==> config.mk <==
export PLATFORM = sky130hd
export DESIGN_NAME = aes_sbox_sched_flat
export DESIGN_NICKNAME = d
export VERILOG_FILES = /design/src/rtl/aes_sbox_sched_if.sv /design/src/rtl/aes_sbox_sched.sv /design/src/flat_wrapper.sv
export SDC_FILE = /design/constraint.sdc
export NUM_CORES = 1
export LEC_CHECK = 0
export BUFFER_PORTS_ARGS = -buffer_cell sky130_fd_sc_hd__buf_2
export CAP_MARGIN = 20
export CORE_MARGIN = 4
export CORE_UTILIZATION = 35
export DETAILED_ROUTE_END_ITERATION = 10
export SLEW_MARGIN = 20
export SYNTH_ARGS = -nofsm -noshare
export SYNTH_HDL_FRONTEND = slang
export SYNTH_SLANG_ARGS = --single-unit
==> constraint.sdc <==
create_clock -name clk -period 10.4 [get_ports clk]
set_input_delay 2.08 -clock clk [delete_from_list [all_inputs] [get_ports clk]]
set_output_delay 2.08 -clock clk [all_outputs]
set_load 0.01 [all_outputs]
==> src/rtl/aes_sbox_sched_if.sv <==
// Bundle of job, ISE-lookup and S-box signals around the S-box scheduler.
// Latency: none, wiring only.
// Backpressure: ISE side is req/gnt; the job side has no backpressure.
interface aes_sbox_sched_if #(
    parameter int NBYTES = 16
);
    logic                  job_start;
    logic [8*NBYTES-1:0]   job_data;
    logic                  job_busy;
    logic                  job_done;
    logic [8*NBYTES-1:0]   job_result;
    logic                  isx_req;
    logic [7:0]            isx_a;
    logic                  isx_gnt;
    logic                  isx_valid;
    logic [7:0]            isx_result;
    logic [7:0]            sb_a;
    logic [7:0]            sb_result;

    modport slave (
        input  job_start, job_data, isx_req, isx_a, sb_result,
        output job_busy, job_done, job_result, isx_gnt, isx_valid, isx_result, sb_a
    );

    modport master (
        output job_start, job_data, isx_req, isx_a, sb_result,
        input  job_busy, job_done, job_result, isx_gnt, isx_valid, isx_result, sb_a
    );
endinterface

==> src/rtl/aes_sbox_sched.sv <==
// Time-shares one combinational AES S-box between ISE lookups (priority) and a bulk SubBytes job.
// Latency: ISE result 1 cycle after grant; job NBYTES+1 cycles start-to-done, +1 per ISE grant in RUN.
// Backpressure: ISE held off only when the job has been starved STARVE_MAX times in a row.
module aes_sbox_sched #(
    parameter int NBYTES     = 16,
    parameter int STARVE_MAX = 4
) (
    input logic              clk,
    input logic              rst,
    aes_sbox_sched_if.slave  bus
);
    localparam int IW = (NBYTES > 1) ? $clog2(NBYTES) : 1;
    localparam int SW = (STARVE_MAX > 0) ? $clog2(STARVE_MAX + 1) : 1;
    localparam logic [IW-1:0] LAST = IW'(NBYTES - 1);
    localparam logic [SW-1:0] SMAX = SW'(STARVE_MAX);

    typedef enum logic [1:0] {IDLE, RUN, DONE} state_t;

    state_t                    state;
    state_t                    state_nxt;
    logic [IW-1:0]             idx;
    logic [SW-1:0]             starve_cnt;
    logic [NBYTES-1:0][7:0]    job_q;
    logic [NBYTES-1:0][7:0]    res_q;
    logic                      gnt;
    logic                      job_slot;
    logic                      isx_valid_q;
    logic [7:0]                isx_result_q;

    // The ISE requester wins unless the running job has already been passed over STARVE_MAX times.
    always_comb begin
        gnt      = bus.isx_req && !(state == RUN && starve_cnt == SMAX);
        job_slot = (state == RUN) && !gnt;
    end

    // Steer the shared S-box input to whoever owns this cycle's slot.
    always_comb begin
        bus.sb_a = 8'h00;
        if (gnt)
            bus.sb_a = bus.isx_a;
        else if (job_slot)
            bus.sb_a = job_q[idx];
    end

    // Job sequencing: IDLE waits for a start, RUN walks the bytes, DONE pulses for one cycle.
    always_comb begin
        state_nxt = state;
        case (state)
            IDLE: if (bus.job_start) state_nxt = RUN;
            RUN:  if (job_slot && idx == LAST) state_nxt = DONE;
            DONE: state_nxt = IDLE;
            default: state_nxt = IDLE;
        endcase
    end

    // State register.
    always_ff @(posedge clk or posedge rst) begin
        if (rst)
            state <= IDLE;
        else
            state <= state_nxt;
    end

    // Job datapath: latch input state on start, write one substituted byte per owned slot.
    always_ff @(posedge clk or posedge rst) begin
        if (rst) begin
            idx   <= '0;
            job_q <= '0;
            res_q <= '0;
        end else if (state == IDLE && bus.job_start) begin
            idx   <= '0;
            job_q <= bus.job_data;
            res_q <= '0;
        end else if (job_slot) begin
            res_q[idx] <= bus.sb_result;
            if (idx != LAST)
                idx <= idx + 1'b1;
        end
    end

    // Count consecutive ISE wins against a running job; any job slot or leaving RUN clears it.
    always_ff @(posedge clk or posedge rst) begin
        if (rst)
            starve_cnt <= '0;
        else if (state != RUN || job_slot)
            starve_cnt <= '0;
        else if (gnt && starve_cnt != SMAX)
            starve_cnt <= starve_cnt + 1'b1;
    end

    // Register the ISE lookup result; valid pulses the cycle after each grant.
    always_ff @(posedge clk or posedge rst) begin
        if (rst) begin
            isx_valid_q  <= 1'b0;
            isx_result_q <= 8'h00;
        end else begin
            isx_valid_q <= gnt;
            if (gnt)
                isx_result_q <= bus.sb_result;
        end
    end

    assign bus.isx_gnt    = gnt;
    assign bus.isx_valid  = isx_valid_q;
    assign bus.isx_result = isx_result_q;
    assign bus.job_busy   = (state != IDLE);
    assign bus.job_done   = (state == DONE);
    assign bus.job_result = res_q;
endmodule

==> src/flat_wrapper.sv <==
// flat-port wrapper written by rule: the top's interface ports become plain ports
module aes_sbox_sched_flat 
#(
    parameter int NBYTES     = 16,
    parameter int STARVE_MAX = 4
)
  (clk, rst, bus_job_start, bus_job_data, bus_isx_req, bus_isx_a, bus_sb_result, bus_job_busy, bus_job_done, bus_job_result, bus_isx_gnt, bus_isx_valid, bus_isx_result, bus_sb_a);
  aes_sbox_sched_if #(.NBYTES(NBYTES)) bus_i ();
  input logic clk;
  input logic rst;
  input wire logic [$bits(bus_i.job_start)-1:0] bus_job_start;
  input wire logic [$bits(bus_i.job_data)-1:0] bus_job_data;
  input wire logic [$bits(bus_i.isx_req)-1:0] bus_isx_req;
  input wire logic [$bits(bus_i.isx_a)-1:0] bus_isx_a;
  input wire logic [$bits(bus_i.sb_result)-1:0] bus_sb_result;
  output wire logic [$bits(bus_i.job_busy)-1:0] bus_job_busy;
  output wire logic [$bits(bus_i.job_done)-1:0] bus_job_done;
  output wire logic [$bits(bus_i.job_result)-1:0] bus_job_result;
  output wire logic [$bits(bus_i.isx_gnt)-1:0] bus_isx_gnt;
  output wire logic [$bits(bus_i.isx_valid)-1:0] bus_isx_valid;
  output wire logic [$bits(bus_i.isx_result)-1:0] bus_isx_result;
  output wire logic [$bits(bus_i.sb_a)-1:0] bus_sb_a;
  assign bus_i.job_start = bus_job_start;
  assign bus_i.job_data = bus_job_data;
  assign bus_i.isx_req = bus_isx_req;
  assign bus_i.isx_a = bus_isx_a;
  assign bus_i.sb_result = bus_sb_result;
  assign bus_job_busy = bus_i.job_busy;
  assign bus_job_done = bus_i.job_done;
  assign bus_job_result = bus_i.job_result;
  assign bus_isx_gnt = bus_i.isx_gnt;
  assign bus_isx_valid = bus_i.isx_valid;
  assign bus_isx_result = bus_i.isx_result;
  assign bus_sb_a = bus_i.sb_a;
  aes_sbox_sched #(.NBYTES(NBYTES), .STARVE_MAX(STARVE_MAX)) u_core (.clk(clk), .rst(rst), .bus(bus_i));
endmodule
==> reports/metrics.cfg <==
[sta]
hold_viol_final=0
fmax_mhz=174
slew-limit-headroom=0.307
setup_slack_ps=4660
finalMaxSlewViolations=0
period_needed_ps=5740
worst_pin_slew_ps=1040
setup_viol=0
rsz0062_at_grt=false
period_share=0.552
finalSetupTns_ps=0
finalClockSkew_ps=9.24

[critical_path]
worst_ep_required_time_ps=8320
crit_fanout=29
startpoint_type=primary input
critical_path_class=in2out
crit_path_end_kind=primary output
arrival_ps=3660

[drt]
wl_per_cell_um=18.0
firstDrtPassIters=5
route.top_layer_used=met5
num_vias=9667
met3WireLength_um=2730
final_antenna_net_count=0
drc=0
met2RoutedLength_um=16200
wirelength_um=35600
viasPerCell=4.89
drt-met1-wl_um=16000
drt_iter0_markers=616

[yosys]
synth_seq_cells=274
synth_nets=1424
synthTopCellsByArea=dfrtp_1 57%, nand2_1 18%, mux4_2 4.7%
avgSynthCellArea_um2=9.48
ys_types=39
synth_top_area_cell=dfrtp_1
yosysSeqAreaShare=0.569
synth_area_mm2=0.0120
yosysWarnings=0
netlist_instances=1270
synth.top_cell.area_share=0.569

[floorplan]
die_area_mm2=0.0374
start_util=0.357
coreArea_mm2=0.0337
io_pins=296
row_count=67
die_h_um=193
fp.dieW_um=193

[cts]
postCtsSetupBuffers=0
cts_hold_buf=0
clkTransAtPathRegs_ps=60
clk_latency_ps=560
cts_tree=yes
htreeDepth=1
cts_root_buf=clkbuf_16
cts.sinks=274
numCtsBuffers=30
cts_resized=0
clk_path_buf_depth=3

[power]
vdd_ir_drop_max_mv=0.145
p_leak_nw=7.68
power.total_mw=4.47
p_per_area_mw_per_mm2=304

[global_routing]
grt_pass1_vias=9662
antenna_found_initial=4
grt_pass1_wl_um=56400
grt_max_degree=169
grt_use_total=0.186
grt_overflow=0

[cells_and_area]
multiInputGateArea_mm2=0.00469
fill_cells=3382
nets=1657
layout-drive-gt1-share=0.261
synthToLayoutAreaGrowth_pct=22.2
stdcell_count=1975
layout_commonest_cell=nand2_1
final_cell_mix=565 x nand2_1, 295 x buf_2, 272 x dfrtp_1
area.sequential_mm2=0.00686
utilization=0.437

[place]
place_inst=1919
place_ws_ps=4250
port-buffer-count=295
post-dp-hpwl_um=24200
gp_congestion=0.801

[worst_hold_path]
hold_class=reg2reg

[run_status]
status=finished, final reports clean

[job]
maxCapViolCount=0

## worst paths after layout
path | start | to | slack, ps | depth (start not counted)
max | bus_isx_req | bus_sb_a[2] | 4660 | 6
min | u_core.job_q[118]$_DFFE_PP0P_ | u_core.job_q[118]$_DFFE_PP0P_ | 470 | 2
max reg2reg | u_core.idx[1]$_DFFE_PP0P_ | u_core.bus.job_result[87]$_DFFE_PP0P_ | 7210 | 4
min reg2reg | u_core.job_q[118]$_DFFE_PP0P_ | u_core.job_q[118]$_DFFE_PP0P_ | 470 | 2
max in group asynchronous | rst | u_core.idx[1]$_DFFE_PP0P_ | 7310 | 3
min in group asynchronous | rst | u_core.job_q[3]$_DFFE_PP0P_ | 1630 | 2
## cell usage after synthesis
library cell  count
o21ai_0          63
mux4_1            7
nor2_1           23
a311oi_1          1
buf_4             4
a21bo_2           1
a211o_1           1
inv_1            12
o211a_1           1
a31oi_4           1
nand2b_1          5
buf_1             6
nor3_1            1
clkbuf_1         62
nand4_1           8
and2_1            1
mux2i_1          22
o21ai_1           2
a22oi_1           8
nor2b_1           4
or3_1             1
nor4_4            4
a21oi_1          49
buf_12            1
buf_2            25
buf_6             3
nand2_1         566
nand3_1          55
a22o_1            3
a21boi_2          1
xnor2_1           2
mux2_2            8
and2_0            1
ha_1              6
mux4_2           25
and3_1            4
dfrtp_1         274
and4_1            4
o211ai_1          5
## power breakdown
group | switching [mW] | leakage (nW) | internal [mW]
Combinational | 0.941 | 3.63 | 0.642
Clock | 0.437 | 0.504 | 0.647
Sequential | 0.279 | 3.54 | 1.52
Total | 1.66 | 7.68 | 2.81
## layout make-up
class                           count  area share
Antenna cell                        1    0.000170
Clock buffer                       41      0.0579
Tap cell                          448      0.0381
Sequential cell                   274       0.466
Clock inverter                     14      0.0111
Multi-Input combinational cell    883       0.318
Timing Repair Buffer              302       0.105
Inverter                           12     0.00357
## stage by stage
stage | hold WS [ps] | cell area, µm²
after global routing | 490 | 14700
after floorplan | 429 | 12000
after CTS | 465 | 14700
after detailed placement | 454 | 13700
after global placement | 444 | 13700
final | 466 | 14700
## cells by family after synthesis
kind of cell | synth area share
xor+xnor | 0.00145
simple gates | 0.229
mux | 0.0878
flops | 0.569
compound gates | 0.0635
fa+ha+maj | 0.00623
buf+inv | 0.0423
## state kept, by name, summed over array words and instances, names as in the netlist
name	flops
u_core.bus.isx_result	8
u_core.bus.isx_valid	1
u_core.bus.job_result	128
u_core.idx	4
u_core.job_q	128
u_core.starve_cnt	3
u_core.state	2
## worst max-delay path, stage by stage
cell      delay (ps)
buf_2            110
a21bo_2          320
and3_2           610
a22oi_1          190
o211ai_1         150
buf_2            170
## layer usage
| metal | up-vias | GRT usage |
|---|---|---|
| met5 | - | 0 |
| met4 | 4 | 0.0393 |
| met3 | 53 | 0.0442 |
| met2 | 353 | 0.290 |
| met1 | 4648 | 0.268 |
| li1 | 4609 | - |
Note: power is estimated with default switching activity, not from simulation.
